<file path="src/rtl/sub_8bit_serial.sv">
// Bit-serial subtractor: accepts a, b, bin with parity bits, ripples one borrow
// stage per cycle LSB first, and presents diff/parity/borrow with valid/ready handshake.
module sub_8bit_serial #(
   parameter int unsigned WIDTH = 8
) (
   input  logic             clk,
   input  logic             rst_n,
   input  logic             in_valid,
   output logic             in_ready,
   input  logic [WIDTH-1:0] a,
   input  logic [WIDTH-1:0] b,
   input  logic             bin,
   input  logic             a_par,
   input  logic             b_par,
   output logic             out_valid,
   input  logic             out_ready,
   output logic [WIDTH-1:0] diff,
   output logic             DIFF,
   output logic             bout,
   output logic             par_err
);

   localparam int unsigned CntW = (WIDTH > 1) ? $clog2(WIDTH) : 1;

   typedef enum logic [1:0] {
      StIdle,
      StCalc,
      StDone
   } state_e;

   state_e           state_q, state_d;
   logic [CntW-1:0]  cnt_q, cnt_d;
   logic [WIDTH-1:0] a_q, a_d;
   logic [WIDTH-1:0] b_q, b_d;
   logic [WIDTH-1:0] acc_q, acc_d;
   logic             brw_q, brw_d;
   logic [WIDTH-1:0] diff_q, diff_d;
   logic             dpar_q, dpar_d;
   logic             bout_q, bout_d;
   logic             perr_q, perr_d;

   logic             abit, bbit, dbit, brw_nxt;

   always_comb begin
      abit    = a_q[cnt_q];
      bbit    = b_q[cnt_q];
      dbit    = abit ^ bbit ^ brw_q;
      brw_nxt = (~abit & bbit) | (~(abit ^ bbit) & brw_q);
   end

   always_comb begin
      state_d = state_q;
      cnt_d   = cnt_q;
      a_d     = a_q;
      b_d     = b_q;
      acc_d   = acc_q;
      brw_d   = brw_q;
      diff_d  = diff_q;
      dpar_d  = dpar_q;
      bout_d  = bout_q;
      perr_d  = perr_q;

      unique case (state_q)
         StIdle: begin
            if (in_valid) begin
               a_d     = a;
               b_d     = b;
               brw_d   = bin;
               perr_d  = ((^a) != a_par) | ((^b) != b_par);
               cnt_d   = '0;
               state_d = StCalc;
            end
         end
         StCalc: begin
            acc_d[cnt_q] = dbit;
            brw_d        = brw_nxt;
            if (cnt_q == CntW'(WIDTH - 1)) begin
               diff_d  = acc_d;
               dpar_d  = ^acc_d;
               bout_d  = brw_nxt;
               cnt_d   = '0;
               state_d = StDone;
            end else begin
               cnt_d = cnt_q + CntW'(1);
            end
         end
         StDone: begin
            // Results hold here; the return edge never doubles as an accept.
            if (out_ready) begin
               state_d = StIdle;
            end
         end
         default: state_d = StIdle;
      endcase
   end

   always_ff @(posedge clk or negedge rst_n) begin
      if (!rst_n) begin
         state_q <= StIdle;
         cnt_q   <= '0;
         a_q     <= '0;
         b_q     <= '0;
         acc_q   <= '0;
         brw_q   <= 1'b0;
         diff_q  <= '0;
         dpar_q  <= 1'b0;
         bout_q  <= 1'b0;
         perr_q  <= 1'b0;
      end else begin
         state_q <= state_d;
         cnt_q   <= cnt_d;
         a_q     <= a_d;
         b_q     <= b_d;
         acc_q   <= acc_d;
         brw_q   <= brw_d;
         diff_q  <= diff_d;
         dpar_q  <= dpar_d;
         bout_q  <= bout_d;
         perr_q  <= perr_d;
      end
   end

   assign in_ready  = (state_q == StIdle);
   assign out_valid = (state_q == StDone);
   assign diff      = diff_q;
   assign DIFF      = dpar_q;
   assign bout      = bout_q;
   assign par_err   = perr_q;

endmodule

</file>
<file path="config.mk">
export PLATFORM = sky130hd
export DESIGN_NAME = sub_8bit_serial
export DESIGN_NICKNAME = d
export VERILOG_FILES = /design/src/rtl/sub_8bit_serial.sv
export SDC_FILE = /design/constraint.sdc
export NUM_CORES = 1
export LEC_CHECK = 0
export BUFFER_PORTS_ARGS = -buffer_cell sky130_fd_sc_hd__buf_2
export CORE_MARGIN = 2
export CORE_UTILIZATION = 45
export CTS_CLUSTER_DIAMETER = 40
export CTS_CLUSTER_SIZE = 24
export DETAILED_ROUTE_END_ITERATION = 8
export PLACE_DENSITY = 0.68
export SLEW_MARGIN = 15
export SYNTH_ARGS = -nofsm -noshare
export SYNTH_HDL_FRONTEND = slang
export SYNTH_SLANG_ARGS = --single-unit
</file>
<file path="constraint.sdc">
create_clock -name clk -period 3.2 [get_ports clk]
set_clock_uncertainty 0.1 [all_clocks]
set_input_delay 0 -clock clk [delete_from_list [all_inputs] [get_ports clk]]
set_output_delay 0 -clock clk [all_outputs]
set_load 0.05 [all_outputs]
</file>
==> flow_metrics.env, run 1 <==
export IMPL_status="finished clean"
export IMPL_die_h_um=75.8
export IMPL_ys_types=41
export IMPL_grt_pass1_wl_um=7730
export IMPL_synth_top_cell_area_share_pct=44.2
export IMPL_internal_power_uw=2110
export IMPL_fin_util_pct=57.5
export IMPL_ios=36
export IMPL_switching_share_pct=42.6
export IMPL_clk_pin_slew_ns=0.08
export IMPL_final_area_um2=2900
export IMPL_final_hold_viol_count=0
export IMPL_antenna_left=0
export IMPL_synth_cells=213
export IMPL_drive_above_1_share_pct=30.7
export IMPL_clock_fmax_mhz=334
export IMPL_worstSetupStartpointType="flop"
export IMPL_synth_top_area_cell="dfrtp_1"
export IMPL_combPwrFrac_pct=59.8
export IMPL_fin_crit_sh_pct=93.6
export IMPL_timing_rr_start="cnt_q[0]"
export IMPL_avgSynthCellArea_um2=10.9
export IMPL_critPathMaxFanout=17
export IMPL_grt_usage_pct=18.0
export IMPL_drc=0
export IMPL_cts_setup_buffers=0
export IMPL_hold_path_class="input port to flop"
export IMPL_dp_hpwl_um=3170
export IMPL_power_leakage_uw=0.00130
export IMPL_cts_sink_count=41
export IMPL_routabilityCongestion=0.849
export IMPL_die_width_um=75.8
export IMPL_hp_start="bin"
export IMPL_dieArea_um2=5750
export IMPL_critical_path_required_ns=3.32
export IMPL_criticalPathCategory="flop to flop"
export IMPL_fill_cells=431
export IMPL_syn_nets=239
export IMPL_fin_tns_setup_ns=0
export IMPL_antenna_found_initial=0
export IMPL_first_pass_iters=4
export IMPL_dpl_cell_area_um2=2580
export IMPL_cp_arrival_ns=3.12
export IMPL_cts_htree_levels=2
export IMPL_clk_latency_ns=0.30
export IMPL_synth_seq_cells=41
export IMPL_vias=1720
export IMPL_yosys_warnings=0
export IMPL_power_switching_uw=1560
export IMPL_row_count=26
export IMPL_synth_seq_area_share_pct=44.2
export IMPL_grt_pass1_vias=1643
export IMPL_instances_no_fill=340
export IMPL_synthTopCellsByArea="dfrtp_1 44%, mux2_2 13%, xnor2_1 6.8%"
export IMPL_syn2layout_area_growth_pct=24.9
export IMPL_grt_max_degree=42
export IMPL_drt_iter0_drc=154
export IMPL_avgRoutedWirePerCell_um=13.4
export IMPL_finalCriticalPeriod_ns=2.99
export IMPL_postRouteWirelength_um=4540
export IMPL_crit_path_end_kind="flop"
export IMPL_slew_headroom_pct=39.8
export IMPL_startpoint="cnt_q[0]"
export IMPL_viasPerCell=5.06
export IMPL_clk_path_buf_depth=2
export IMPL_numPlacedInstances=313
export IMPL_diodes=0
export IMPL_maxSlewViolCount=0
export IMPL_initial_core_util_pct=46.1
export IMPL_numCtsBuffers=5
export IMPL_synth_area_um2=2320
export IMPL_core_area_um2=5040
export IMPL_root_buffer="clkbuf_8"
export IMPL_cts_tree="yes"
export IMPL_cap_viol_max_count=0
export IMPL_clkPwrFrac_pct=13.5
export IMPL_rsz0062_at_grt="no"
export IMPL_tightest_slew_ns=0.903
export IMPL_finalNetCount=295
export IMPL_io_buffers=35
export IMPL_overflow=0
export IMPL_power_density_nw_per_um2=1260
export IMPL_setup_violations=0
export IMPL_peakVddDrop_uv=643
export IMPL_seqPwrFrac_pct=26.8
-- area by class of cell --
type                    instances  area (um2)  area share [%]
flip-flops and latches         41        1030            35.4
clock inverters                 3        65.1            2.24
inverters                       4        15.0           0.517
well taps                      70        87.6            3.02
clock buffers                   5        68.8            2.37
repair buffers                 62         425            14.7
multi-input cells             155        1210            41.8
-- logic make-up (layout without fill, tap and decap cells) --
kind of cell,count (synthesis),after routing,share of synthesized area [%]
AND/OR/NAND/NOR,52,52,10.6
buffers and inverters,17,74,3.61
adder cells (fa/ha/maj),3,3,1.94
XOR/XNOR,26,26,10.4
flip-flops,41,41,44.2
AO/OA/AOI/OAI,35,35,9.91
multiplexers,39,39,19.3
-- through the flow --
| stage | worst slack, ns | total power (uW) | hold slack (ns) |
|---|---|---|---|
| 2_1_floorplan | 0.0848 | 2730 | -0.396 |
| 3_5_place_dp | 0.175 | 3170 | 0.0858 |
| 6_report | 0.206 | 3670 | 0.0402 |
| 4_1_cts | 0.163 | 3690 | 0.0367 |
| 3_3_place_gp | 0.318 | 3110 | 0.0837 |
| 5_1_grt | 0.0507 | 3970 | 0.104 |
-- cell usage after synthesis, drive strengths merged --
| library cell | instances |
|---|---|
| mux4 | 2 |
| nand2 | 21 |
| o22a | 1 |
| a22oi | 3 |
| a31oi | 2 |
| ha | 2 |
| o221ai | 1 |
| mux2 | 27 |
| xnor2 | 18 |
| nand4b | 1 |
| clkbuf | 6 |
| o32a | 1 |
| nor3 | 3 |
| nor3b | 1 |
| or3b | 1 |
| o22ai | 3 |
| a32o | 1 |
| buf | 7 |
| or4 | 1 |
| mux2i | 10 |
| nor2b | 1 |
| a22o | 3 |
| and3 | 1 |
| and2b | 2 |
| inv | 4 |
| nand2b | 5 |
| fa | 1 |
| xor2 | 7 |
| nor2 | 14 |
| a211oi | 1 |
| a221oi | 1 |
| nand3 | 1 |
| o21bai | 1 |
| xnor3 | 1 |
| dfrtp | 41 |
| o21ai | 14 |
| a21oi | 3 |
-- state kept, by name (all words and copies together), names as in the netlist --
| signal | cells |
|---|---|
| DIFF | 1 |
| b_q | 8 |
| par_err | 1 |
| acc_q | 8 |
| a_q | 8 |
| brw_q | 1 |
| state_q | 2 |
| diff | 8 |
| cnt_q | 3 |
| bout | 1 |
-- path summary, 6_finish.rpt --
kind                       cells past startpoint  slack (ns)       end
max                                           11        0.21      DIFF
min                                            4        0.04     brw_q
max reg2reg                                   11        0.21      DIFF
min reg2reg                                    2        0.38   diff[0]
max in group asynchronous                      2        2.10  cnt_q[0]
min in group asynchronous                      2        0.28    b_q[5]
-- layer usage --
metal	vias up	part of all wire, %	track usage (%)	wire length (um)
li1	854	-	-	-
met1	825	47	25.4	2130
met2	35	47	27.4	2160
met3	6	4.2	4.37	190
met4	0	1.5	5.65	70
met5	-	0	0	0
-- cells in the final DEF, fill, tap and decap left out, types with 3 or more instances in the layout --
cell type	instances
dfrtp_1	40
clkbuf_8	5
buf_4	8
nor2_1	14
nor3_1	3
nand2b_1	5
nand2_1	21
mux2_2	27
a22o_1	3
a22oi_1	3
dlygate4sd3_1	19
buf_2	35
xor2_1	7
mux2i_1	10
o22ai_1	3
inv_1	4
o21ai_0	13
xnor2_1	18
-- power by group through the flow --
| stage | registers, uW | clock network, uW | logic (uW) |
|---|---|---|---|
| 2_1_floorplan | 1130 | 0 | 1600 |
| 3_3_place_gp | 984 | 0 | 2130 |
| 3_5_place_dp | 992 | 0 | 2180 |
| 4_1_cts | 982 | 505 | 2200 |
| 5_1_grt | 1030 | 530 | 2420 |
| 6_report | 982 | 495 | 2190 |
-- worst max-delay path, stage by stage (launching register included) --
cell,delay [ns]
dfrtp_2,0.41
mux2_2,0.35
a22oi_1,0.20
o221ai_1,0.16
fa_1,0.53
buf_4,0.23
xor2_1,0.18
a22oi_1,0.10
o22ai_1,0.16
xnor2_1,0.15
xnor3_1,0.23
o21ai_1,0.12
-- timing repair --
item                                    CTS  global route
endpoints found under the setup margin    0             1
hold buffers                             19             0
gates resized for setup                   0             1
endpoints found under the hold margin    59             0
Power figures use the tool's default switching activity.
==> inputs of run 2 (changes only) <==
RECOVER_POWER = 50   (was default)
==> run 2 against run 1 <==
The run now ends with max-capacitance violations, max-slew violations left. Sequential power about the same. Hold slack about the same. Sequential share of layout area grew 0.18 points. Utilization down 0.30 points. Register-to-register slack hardly changed. Combinational power is essentially flat. Largest cell class unchanged.
==> flow_metrics.env, run 2 (synthesis results as in run 1) <==
export IMPL_dp_hpwl_um=3170
export IMPL_grt_usage_pct=18.0
export IMPL_cp_common_cell="a22oi_1"
export IMPL_drt_iter0_drc=136
export IMPL_drc=0
export IMPL_maxSlewViolCount=42
export IMPL_setup_violations=0
export IMPL_cp_top_family="compound AO/OA/AOI/OAI gates"
export IMPL_ios=36
export IMPL_numCtsBuffers=5
export IMPL_reg2reg_depth=11
export IMPL_power_leakage_uw=0.00126
export IMPL_fin_tns_setup_ns=0
export IMPL_initial_core_util_pct=46.1
export IMPL_final_hold_viol_count=0
export IMPL_place_ws_ns=0.175
export IMPL_finalNetCount=295
export IMPL_power_density_nw_per_um2=1270
export IMPL_diodes=0
export IMPL_clk_path_buf_depth=2
export IMPL_critPathMaxFanout=17
export IMPL_clk_latency_ns=0.30
export IMPL_layout_common_cells="40 x dfrtp_1, 27 x mux2_2, 23 x buf_2"
export IMPL_fin_crit_sh_pct=93.6
export IMPL_clock_fmax_mhz=334
export IMPL_vias=1721
export IMPL_die_width_um=75.8
export IMPL_grt_pass1_vias=1643
export IMPL_cts_htree_levels=2
export IMPL_violations="max-capacitance violations, max-slew violations"
export IMPL_overflow=0
export IMPL_cp_depth=11
export IMPL_slew_headroom_pct=-45.1
export IMPL_worstPathCellList="mux2_2 > a22oi_1 > o221ai_1 > fa_1 > buf_4 > xor2_1 > a22oi_1 > o22ai_1 > xnor2_1 > xnor3_1 > o21ai_1"
export IMPL_antenna_left=0
export IMPL_cp_arrival_ns=3.12
export IMPL_routabilityCongestion=0.849
export IMPL_worstSetupStartpointType="flop"
export IMPL_crit_path_max_incr_delay_ns=0.53
export IMPL_antenna_found_initial=0
export IMPL_status="finished, violations left"
export IMPL_syn2layout_area_growth_pct=24.3
export IMPL_postRouteWirelength_um=4540
export IMPL_critical_path_required_ns=3.32
export IMPL_hold_path_class="input port to flop"
export IMPL_drive_above_1_share_pct=26.3
export IMPL_peakVddDrop_uv=642
export IMPL_criticalPathCategory="flop to flop"
export IMPL_path_buf_inv=1
export IMPL_cts_setup_buffers=0
export IMPL_root_buffer="clkbuf_8"
export IMPL_cap_viol_max_count=1
export IMPL_crit_path_end_kind="flop"
export IMPL_cts_tree="yes"
export IMPL_row_count=26
export IMPL_clk_pin_slew_ns=0.08
export IMPL_rsz0062_at_grt="no"
export IMPL_io_buffers=35
export IMPL_die_h_um=75.8
export IMPL_grt_max_degree=42
export IMPL_whs_path_depth=4
export IMPL_avgRoutedWirePerCell_um=13.4
export IMPL_tightest_slew_ns=2.18
export IMPL_grt_pass1_wl_um=7730
export IMPL_core_area_um2=5040
export IMPL_viasPerCell=5.06
export IMPL_fin_ws_ns=0.206
export IMPL_final_common_cell="dfrtp_1"
export IMPL_cp_slowest_cell="fa_1"
export IMPL_dieArea_um2=5750
export IMPL_cts_sink_count=41
export IMPL_first_pass_iters=4
export IMPL_finalCriticalPeriod_ns=2.99
==> run 2: changes by cell type in the layout (fill, tap and decap cells not counted) <==
cell,delta
buf_2,-12
clkbuf_1,+12
==> run 2: layout make-up <==
class / count / area [um2]
inverters: 4 / 15.0
repair buffers: 62 / 410
flip-flops and latches: 41 / 1030
well taps: 70 / 87.6
clock buffers: 5 / 68.8
multi-input cells: 155 / 1210
fillers: 437 / 2160
clock inverters: 3 / 65.1
==> run 2: report_power, final <==
part	switching [uW]	internal [uW]
Sequential	208	775
Clock	185	310
Combinational	1170	1000
Total	1560	2090
==> run 2: worst min-delay path, cell delays in order <==
cell and delay (ns):
buf_2 0.10, o22a_1 0.16, nor2_1 0.09, a221oi_1 0.05
==> run 2: metal layers <==
| layer | up-vias | part of all wire, % | GRT usage (%) | routed length, um |
|---|---|---|---|---|
| li1 | 854 | - | - | - |
| met1 | 826 | 47 | 25.4 | 2130 |
| met2 | 35 | 47 | 27.4 | 2160 |
| met3 | 6 | 4.2 | 4.37 | 189 |
| met4 | 0 | 1.5 | 5.65 | 70 |
| met5 | - | 0 | 0 | 0 |
==> run 2: through the flow <==
step	area, um2	cells	hold slack (ns)	total power (uW)	utilization, %
after floorplan	2320	213	-0.396	2730	-
after global placement	2580	313	0.0837	3110	51.1
after detailed placement	2580	313	0.0858	3170	51.1
after CTS	2900	340	0.0367	3690	57.5
after global routing	2890	340	0.104	3960	57.2
final	2890	340	0.0402	3650	57.2
==> run 2: timing repair <==
item                                    CTS  global route
gates resized for setup                   0             1
hold buffers                             19             0
endpoints found under the setup margin    0             1
endpoints found under the hold margin    59             0
==> run 2: final timing paths <==
kind	startpoint	to	slack, ns
min	bin	brw_q	0.04
min reg2reg	diff[0]	diff[0]	0.38
max in group asynchronous	rst_n	cnt_q[0]	0.81
max	cnt_q[0]	DIFF	0.21
max reg2reg	cnt_q[0]	DIFF	0.21
min in group asynchronous	rst_n	b_q[5]	0.79
